===== src/rtl/weight_mult_pkg.sv =====
// weight_mult_pkg: shared FSM type, product-width rule and lane pack/unpack helpers
package weight_mult_pkg;
  typedef enum logic [1:0] {IDLE, MUL, OUT} state_t;
  typedef logic [255:0] bus_t;
  function automatic int prod_w(input int in_w, input int coef_w);
    return in_w + coef_w;
  endfunction
  function automatic logic [63:0] unpack_lane(input bus_t word, input int k, input int w);
    return 64'(word >> (k * w)) & ((64'd1 << w) - 64'd1);
  endfunction
  function automatic bus_t pack_lane(input bus_t word, input int k, input int w, input logic [63:0] val);
    bus_t m;
    m = bus_t'((64'd1 << w) - 64'd1) << (k * w);
    return (word & ~m) | ((bus_t'(val) << (k * w)) & m);
  endfunction
endpackage


===== src/rtl/weight_mult_engine_lane_shift_add.sv =====
// lane_shift_add: one lane's shift-add multiplier, self- and f-weighted products in parallel
module lane_shift_add
  import weight_mult_pkg::*;
#(
  parameter int IN_W = 11,
  parameter int COEF_W = 3,
  parameter int PROD_W = 14,
  parameter int CNT_W = 2
) (
  input  logic              clk,
  input  logic              rst_n,
  input  logic              load,
  input  logic              step,
  input  logic [CNT_W-1:0]  bit_idx,
  input  logic [IN_W-1:0]   lane_in,
  input  logic [COEF_W-1:0] fcoef_in,
  output logic [PROD_W-1:0] wg,
  output logic [PROD_W-1:0] wfg
);
  logic [IN_W-1:0] lane_q;
  logic [COEF_W-1:0] scoef_q, fcoef_q;
  logic [PROD_W-1:0] addend;
  assign addend = PROD_W'(lane_q) << bit_idx;
  always_ff @(posedge clk or negedge rst_n)
    if (!rst_n) begin
      lane_q <= '0;
      scoef_q <= '0;
      fcoef_q <= '0;
      wg <= '0;
      wfg <= '0;
    end else if (load) begin
      lane_q <= lane_in;
      scoef_q <= lane_in[IN_W-1 -: COEF_W];
      fcoef_q <= fcoef_in;
      wg <= '0;
      wfg <= '0;
    end else if (step) begin
      if (scoef_q[bit_idx]) wg <= wg + addend;
      if (fcoef_q[bit_idx]) wfg <= wfg + addend;
    end
endmodule


===== src/rtl/weight_mult_engine.sv =====
// weight_mult_engine: sequential per-lane weight multiplier with valid/ready handshakes
module weight_mult_engine
  import weight_mult_pkg::*;
#(
  parameter int N_CH = 16,
  parameter int N_LANE = 4,
  parameter int IN_W = 11,
  parameter int COEF_W = 3,
  localparam int PROD_W = prod_w(IN_W, COEF_W),
  localparam int CH_W = $clog2(N_CH)
) (
  input  logic                     clk,
  input  logic                     rst_n,
  input  logic                     clr,
  input  logic                     in_valid,
  output logic                     in_ready,
  input  logic [N_LANE*IN_W-1:0]   in_gsum,
  input  logic [IN_W-1:0]          in_fsum,
  output logic                     out_valid,
  input  logic                     out_ready,
  output logic [N_LANE*PROD_W-1:0] out_wg,
  output logic [N_LANE*PROD_W-1:0] out_wfg,
  output logic [CH_W-1:0]          out_ch,
  output logic                     out_last
);
  localparam int CNT_W = COEF_W > 1 ? $clog2(COEF_W) : 1;
  state_t state_q, state_d;
  logic [CNT_W-1:0] bit_q;
  logic [CH_W-1:0] ch_q, out_ch_q;
  logic [IN_W-1:0] fsum_q;
  logic [COEF_W-1:0] fcoef;
  logic accept, last_bit, step;
  logic [PROD_W-1:0] wg_a [N_LANE];
  logic [PROD_W-1:0] wfg_a [N_LANE];
  bus_t wg_bus, wfg_bus;
  assign in_ready = ~clr & ((state_q == IDLE) | ((state_q == OUT) & out_ready));
  assign out_valid = ~clr & (state_q == OUT);
  assign accept = in_valid & in_ready;
  assign step = state_q == MUL;
  assign last_bit = bit_q == CNT_W'(COEF_W - 1);
  // channel 0 multiplies by the fsum arriving with it, not the stale frame value
  assign fcoef = (ch_q == '0) ? in_fsum[IN_W-1 -: COEF_W] : fsum_q[IN_W-1 -: COEF_W];
  assign out_ch = out_ch_q;
  assign out_last = out_ch_q == CH_W'(N_CH - 1);
  always_comb begin
    state_d = clr ? IDLE
            : accept ? MUL
            : (step & last_bit) ? OUT
            : ((state_q == OUT) & out_ready) ? IDLE
            : state_q;
  end
  always_ff @(posedge clk or negedge rst_n)
    if (!rst_n) begin
      state_q <= IDLE;
      bit_q <= '0;
      ch_q <= '0;
      out_ch_q <= '0;
      fsum_q <= '0;
    end else begin
      state_q <= state_d;
      bit_q <= step ? bit_q + 1'b1 : '0;
      if (clr) begin
        ch_q <= '0;
        out_ch_q <= '0;
      end else if (accept) begin
        ch_q <= (ch_q == CH_W'(N_CH - 1)) ? '0 : ch_q + 1'b1;
        out_ch_q <= ch_q;
        if (ch_q == '0) fsum_q <= in_fsum;
      end
    end
  for (genvar k = 0; k < N_LANE; k++) begin : g_lane
    lane_shift_add #(.IN_W(IN_W), .COEF_W(COEF_W), .PROD_W(PROD_W), .CNT_W(CNT_W)) u_lane (
      .clk(clk),
      .rst_n(rst_n),
      .load(accept),
      .step(step),
      .bit_idx(bit_q),
      .lane_in(IN_W'(unpack_lane(bus_t'(in_gsum), k, IN_W))),
      .fcoef_in(fcoef),
      .wg(wg_a[k]),
      .wfg(wfg_a[k])
    );
  end
  always_comb begin
    wg_bus = '0;
    wfg_bus = '0;
    for (int i = 0; i < N_LANE; i++) begin
      wg_bus = pack_lane(wg_bus, i, PROD_W, 64'(wg_a[i]));
      wfg_bus = pack_lane(wfg_bus, i, PROD_W, 64'(wfg_a[i]));
    end
  end
  assign out_wg = (N_LANE*PROD_W)'(wg_bus);
  assign out_wfg = (N_LANE*PROD_W)'(wfg_bus);
endmodule

===== config.mk =====
export PLATFORM = sky130hd
export DESIGN_NAME = weight_mult_engine
export DESIGN_NICKNAME = d
export VERILOG_FILES = /design/src/rtl/weight_mult_pkg.sv /design/src/rtl/weight_mult_engine_lane_shift_add.sv /design/src/rtl/weight_mult_engine.sv
export SDC_FILE = /design/constraint.sdc
export NUM_CORES = 1
export LEC_CHECK = 0
export BUFFER_PORTS_ARGS = -buffer_cell sky130_fd_sc_hd__buf_4
export CORE_UTILIZATION = 50
export DETAILED_ROUTE_END_ITERATION = 10
export PLACE_DENSITY = 0.68
export SYNTH_ARGS = -nofsm -noshare
export SYNTH_HDL_FRONTEND = slang
export SYNTH_SLANG_ARGS = --single-unit

===== constraint.sdc =====
create_clock -name clk -period 4.2 [get_ports clk]
set_clock_uncertainty 0.1 [all_clocks]
set_input_delay 0.21 -clock clk [delete_from_list [all_inputs] [get_ports clk]]
set_output_delay 0.21 -clock clk [all_outputs]
set_load 0.03 [all_outputs]

==> out/results.tsv <==
stage	metric	value	unit
run_status	status	finished, final reports clean	
grt	Tot GR Track Use	26.20	%
worst_setup_path	R2R depth	10	
synthesis	synth warn	0	
timing	measured slew at the worst slew-check pin	0.8441	ns
floorplanning	Rows	57	
clocking	Num CTS Buffers	17	
timing	Hold Vio Cnt, Final	0	
floorplanning	die span in x	161.4	um
clocking	H-tree depth	4	
final_layout	most frequent cells in the layout	nand2_1 (217), buf_4 (184), dfrtp_1 (172)	
final_layout	post-route design area	15400	um^2
timing	Slew Limit Fails	0	
flow_run	Max-cap violations	0	
synthesis	Synth area leader	dfrtp_1	
timing	slew margin rel.	43.73	%
timing	Tmin final	3.686	ns
grt	first-pass GRT wire length	54820	um
synthesis	Yosys reg bits	174	
synthesis	Synth top area share	34.28	%
worst_setup_path	FF-to-FF End	g_lane[1].u_lane.wfg[10]	
synthesis	Post-synth EDFFs	0	
floorplanning	I/O pins	179	
placement	DP Area	14290	um^2
timing	Fin Setup TNS	0	ns
power_and_ir_drop	internal power	5.551	mW
placement	GP Congestion	0.8568	
power_and_ir_drop	Gate power share	56.7	%
route	Via density	5.801	
clocking	CTS Sinks	174	
synthesis	Mapped Cells	1466	
synthesis	synthesized area per cell	8.665	um^2
final_layout	Area Growth Syn to Fin	21.25	%
clocking	CTS tree	yes	
power_and_ir_drop	Pleak	7.548	nW
grt	largest net degree at the start of global routing	88	
synthesis	Syn Std Cell Area	12700	um^2
power_and_ir_drop	Switch Pwr	4.715	mW
worst_setup_path	reg-to-reg setup timing slack	0.51	ns
placement	# port buffers	170	
synthesis	largest cells by area after synthesis	dfrtp_1 (34%), ha_1 (11%), nand2_1 (6.4%), o21ai_0 (5.0%), nand3_1 (4.6%)	
worst_setup_path	worst r2r src	bit_q[0]	
final_layout	layout cells sized above 1	16.08	%
worst_setup_path	critical path capture point	g_lane[1].u_lane.wfg[10]	
floorplanning	initial core utilization	51.63	%
worst_setup_path	CP required	4.45	ns
clocking	Clk pin slew, worst setup/hold paths	0.07	ns
final_layout	Filler cells	2158	
clocking	root buf cell	clkbuf_16	
clocking	CTS resizes	0	
power_and_ir_drop	pwr dens	666.5	nW/um^2
final_layout	Antenna Diode Count	0	
worst_setup_path	startpoint types	flip-flop	
worst_setup_path	Critical Path AT	3.94	ns
timing	Max Fclk	271.3	MHz
route	antenna-violating nets left	0	
floorplanning	core area	24600	um^2
final_layout	fin nets	1817	
route	drt first-iter violations	749	
hold_path	HP Class	in2reg	
power_and_ir_drop	Reg power frac	26.8	%
final_layout	most common cell after layout, fill and taps aside	nand2_1	
clocking	Longest Clk Path Bufs	2	
worst_setup_path	critical path class	reg2reg	
timing	RSZ-0062 raised after global routing	no	
route	TritonRoute pass-1 iters	5	
placement	hpwl dp	24560	um
grt	number of global-route vias before repair	10731	
clocking	worst skew pair latency	0.44	ns
route	WL/cell	16.84	um
grt	grt ovf	0	
synthesis	Seq/Total Area, Yosys	34.28	%
synthesis	Yosys cell types	79	
worst_setup_path	Critical Path Fanout Max	21	
timing	final setup fails	0	
worst_setup_path	Worst Setup SP	bit_q[0]	
synthesis	ys flop type	dfrtp_1	
power_and_ir_drop	Power Total	10.27	mW
power_and_ir_drop	maximum VDD drop	367.0	uV
final_layout	Util after Layout	62.60	%
timing	Tcrit/Tclk final	87.76	%
route	routed vias	11510	
floorplanning	Die Y	161.4	um
synthesis	Post-Syn Nets	1633	
route	# DRC	0	
power_and_ir_drop	sw frac	45.93	%
power_and_ir_drop	Clock power frac	16.6	%
clocking	Post-CTS Setup Bufs	0	
synthesis	Synth async-reset ratio	100.0	%
floorplanning	Die Area	26050	um^2
route	final wirelength	33410	um
worst_setup_path	CP Capture Type	flip-flop	
grt	initial antenna violation count	0	
stage by stage:
stage,setup slack [ns],cells,hold slack (ns)
floorplan,0.5964,1466,-0.1856
global placement,0.6646,1905,0.2395
detailed placement,0.5783,1905,0.2462
CTS,0.5402,1984,0.1879
global route,0.3897,1984,0.2383
finish,0.5140,1984,0.2109
what timing repair did:
action | CTS | global route
setup endpoints to repair | 0 | 0
hold endpoints to repair | 134 | 0
hold buffers | 50 | 0
cell type report:
class | instances | area [um^2] | area share (%)
well taps | 324 | 405.4 | 2.632
clock inverters | 10 | 166.4 | 1.080
flip-flops and latches | 174 | 4359 | 28.30
multi-input cells | 1181 | 7916 | 51.40
clock buffers | 19 | 442.9 | 2.876
repair buffers | 239 | 1973 | 12.81
inverters | 37 | 138.9 | 0.9017
power by group through the flow:
stage	combinational, mW	sequential, mW	clock [mW]
finish	5.82	2.75	1.70
global route	6.43	2.82	1.80
CTS	5.81	2.74	1.73
detailed placement	5.75	2.77	0
global placement	5.64	2.76	0
floorplan	3.52	3.37	0
critical path: stages, from the launching register on:
cell and delay (ns):
dfrtp_4 0.61, buf_4 0.33, mux4_2 0.60, ha_1 0.39, a21o_1 0.22, a21o_1 0.22
and2_1 0.19, a2111oi_0 0.47, o31ai_1 0.17, xnor2_1 0.15, o21ai_0 0.15
synth_stat cells (12+ instances only):
cell type  number
a211oi_1       26
a21o_1         44
a21oi_1        94
a31oi_1        21
and3_1         17
buf_2          19
clkbuf_1       42
dfrtp_1       174
ha_1          107
inv_1          37
mux2i_1        29
nand2_1       218
nand3_1       116
nor2_1         54
nor2b_1        26
nor3b_1        12
o21ai_0       128
o31ai_1        12
xnor2_1        36
xor2_1         48
kinds of logic (layout without fill, tap and decap cells):
logic type	count (synthesis)	count (layout)	share of synthesized area (%)
AOI/OAI and AO/OA	425	425	21.79
muxes	46	46	4.531
xor gates and xnor gates	84	84	5.791
DFF	174	174	34.28
buffers and inverters	111	305	3.556
and+or+nand+nor	518	518	19.44
adders and majority gates	108	108	10.62
how the worst min path moves through the flow:
stage	to	slack, ns	startpoint	depth (start not counted)
global route	state_q[0]	0.24	in_valid	3
CTS	state_q[0]	0.19	in_valid	3
global placement	g_lane[3].u_lane.wg[6]	0.24	rst_n	1
floorplan	bit_q[0]	-0.19	rst_n	0
detailed placement	g_lane[3].u_lane.wg[6]	0.25	rst_n	1
finish	state_q[0]	0.21	in_valid	3
sequential cells by signal, summed over array words and instances, names as in the netlist:
signal and count:
g_lane.u_lane.lane_q 35, g_lane.u_lane.wg 56, out_ch 4, state_q 2, fsum_q 3, g_lane.u_lane.fcoef_q 3
g_lane.u_lane.scoef_q 9, bit_q 2, ch_q 4, g_lane.u_lane.wfg 56
metal layers:
layer  vias up  GRT usage, %  routed length (um)
li1       5713             -                   -
met1      5459         37.65               16110
met2       287         41.28               15200
met3        51         3.236                1484
met4         0         7.676                 615
met5         -             0                   0
No activity file was read; power rests on OpenSTA's default activity.
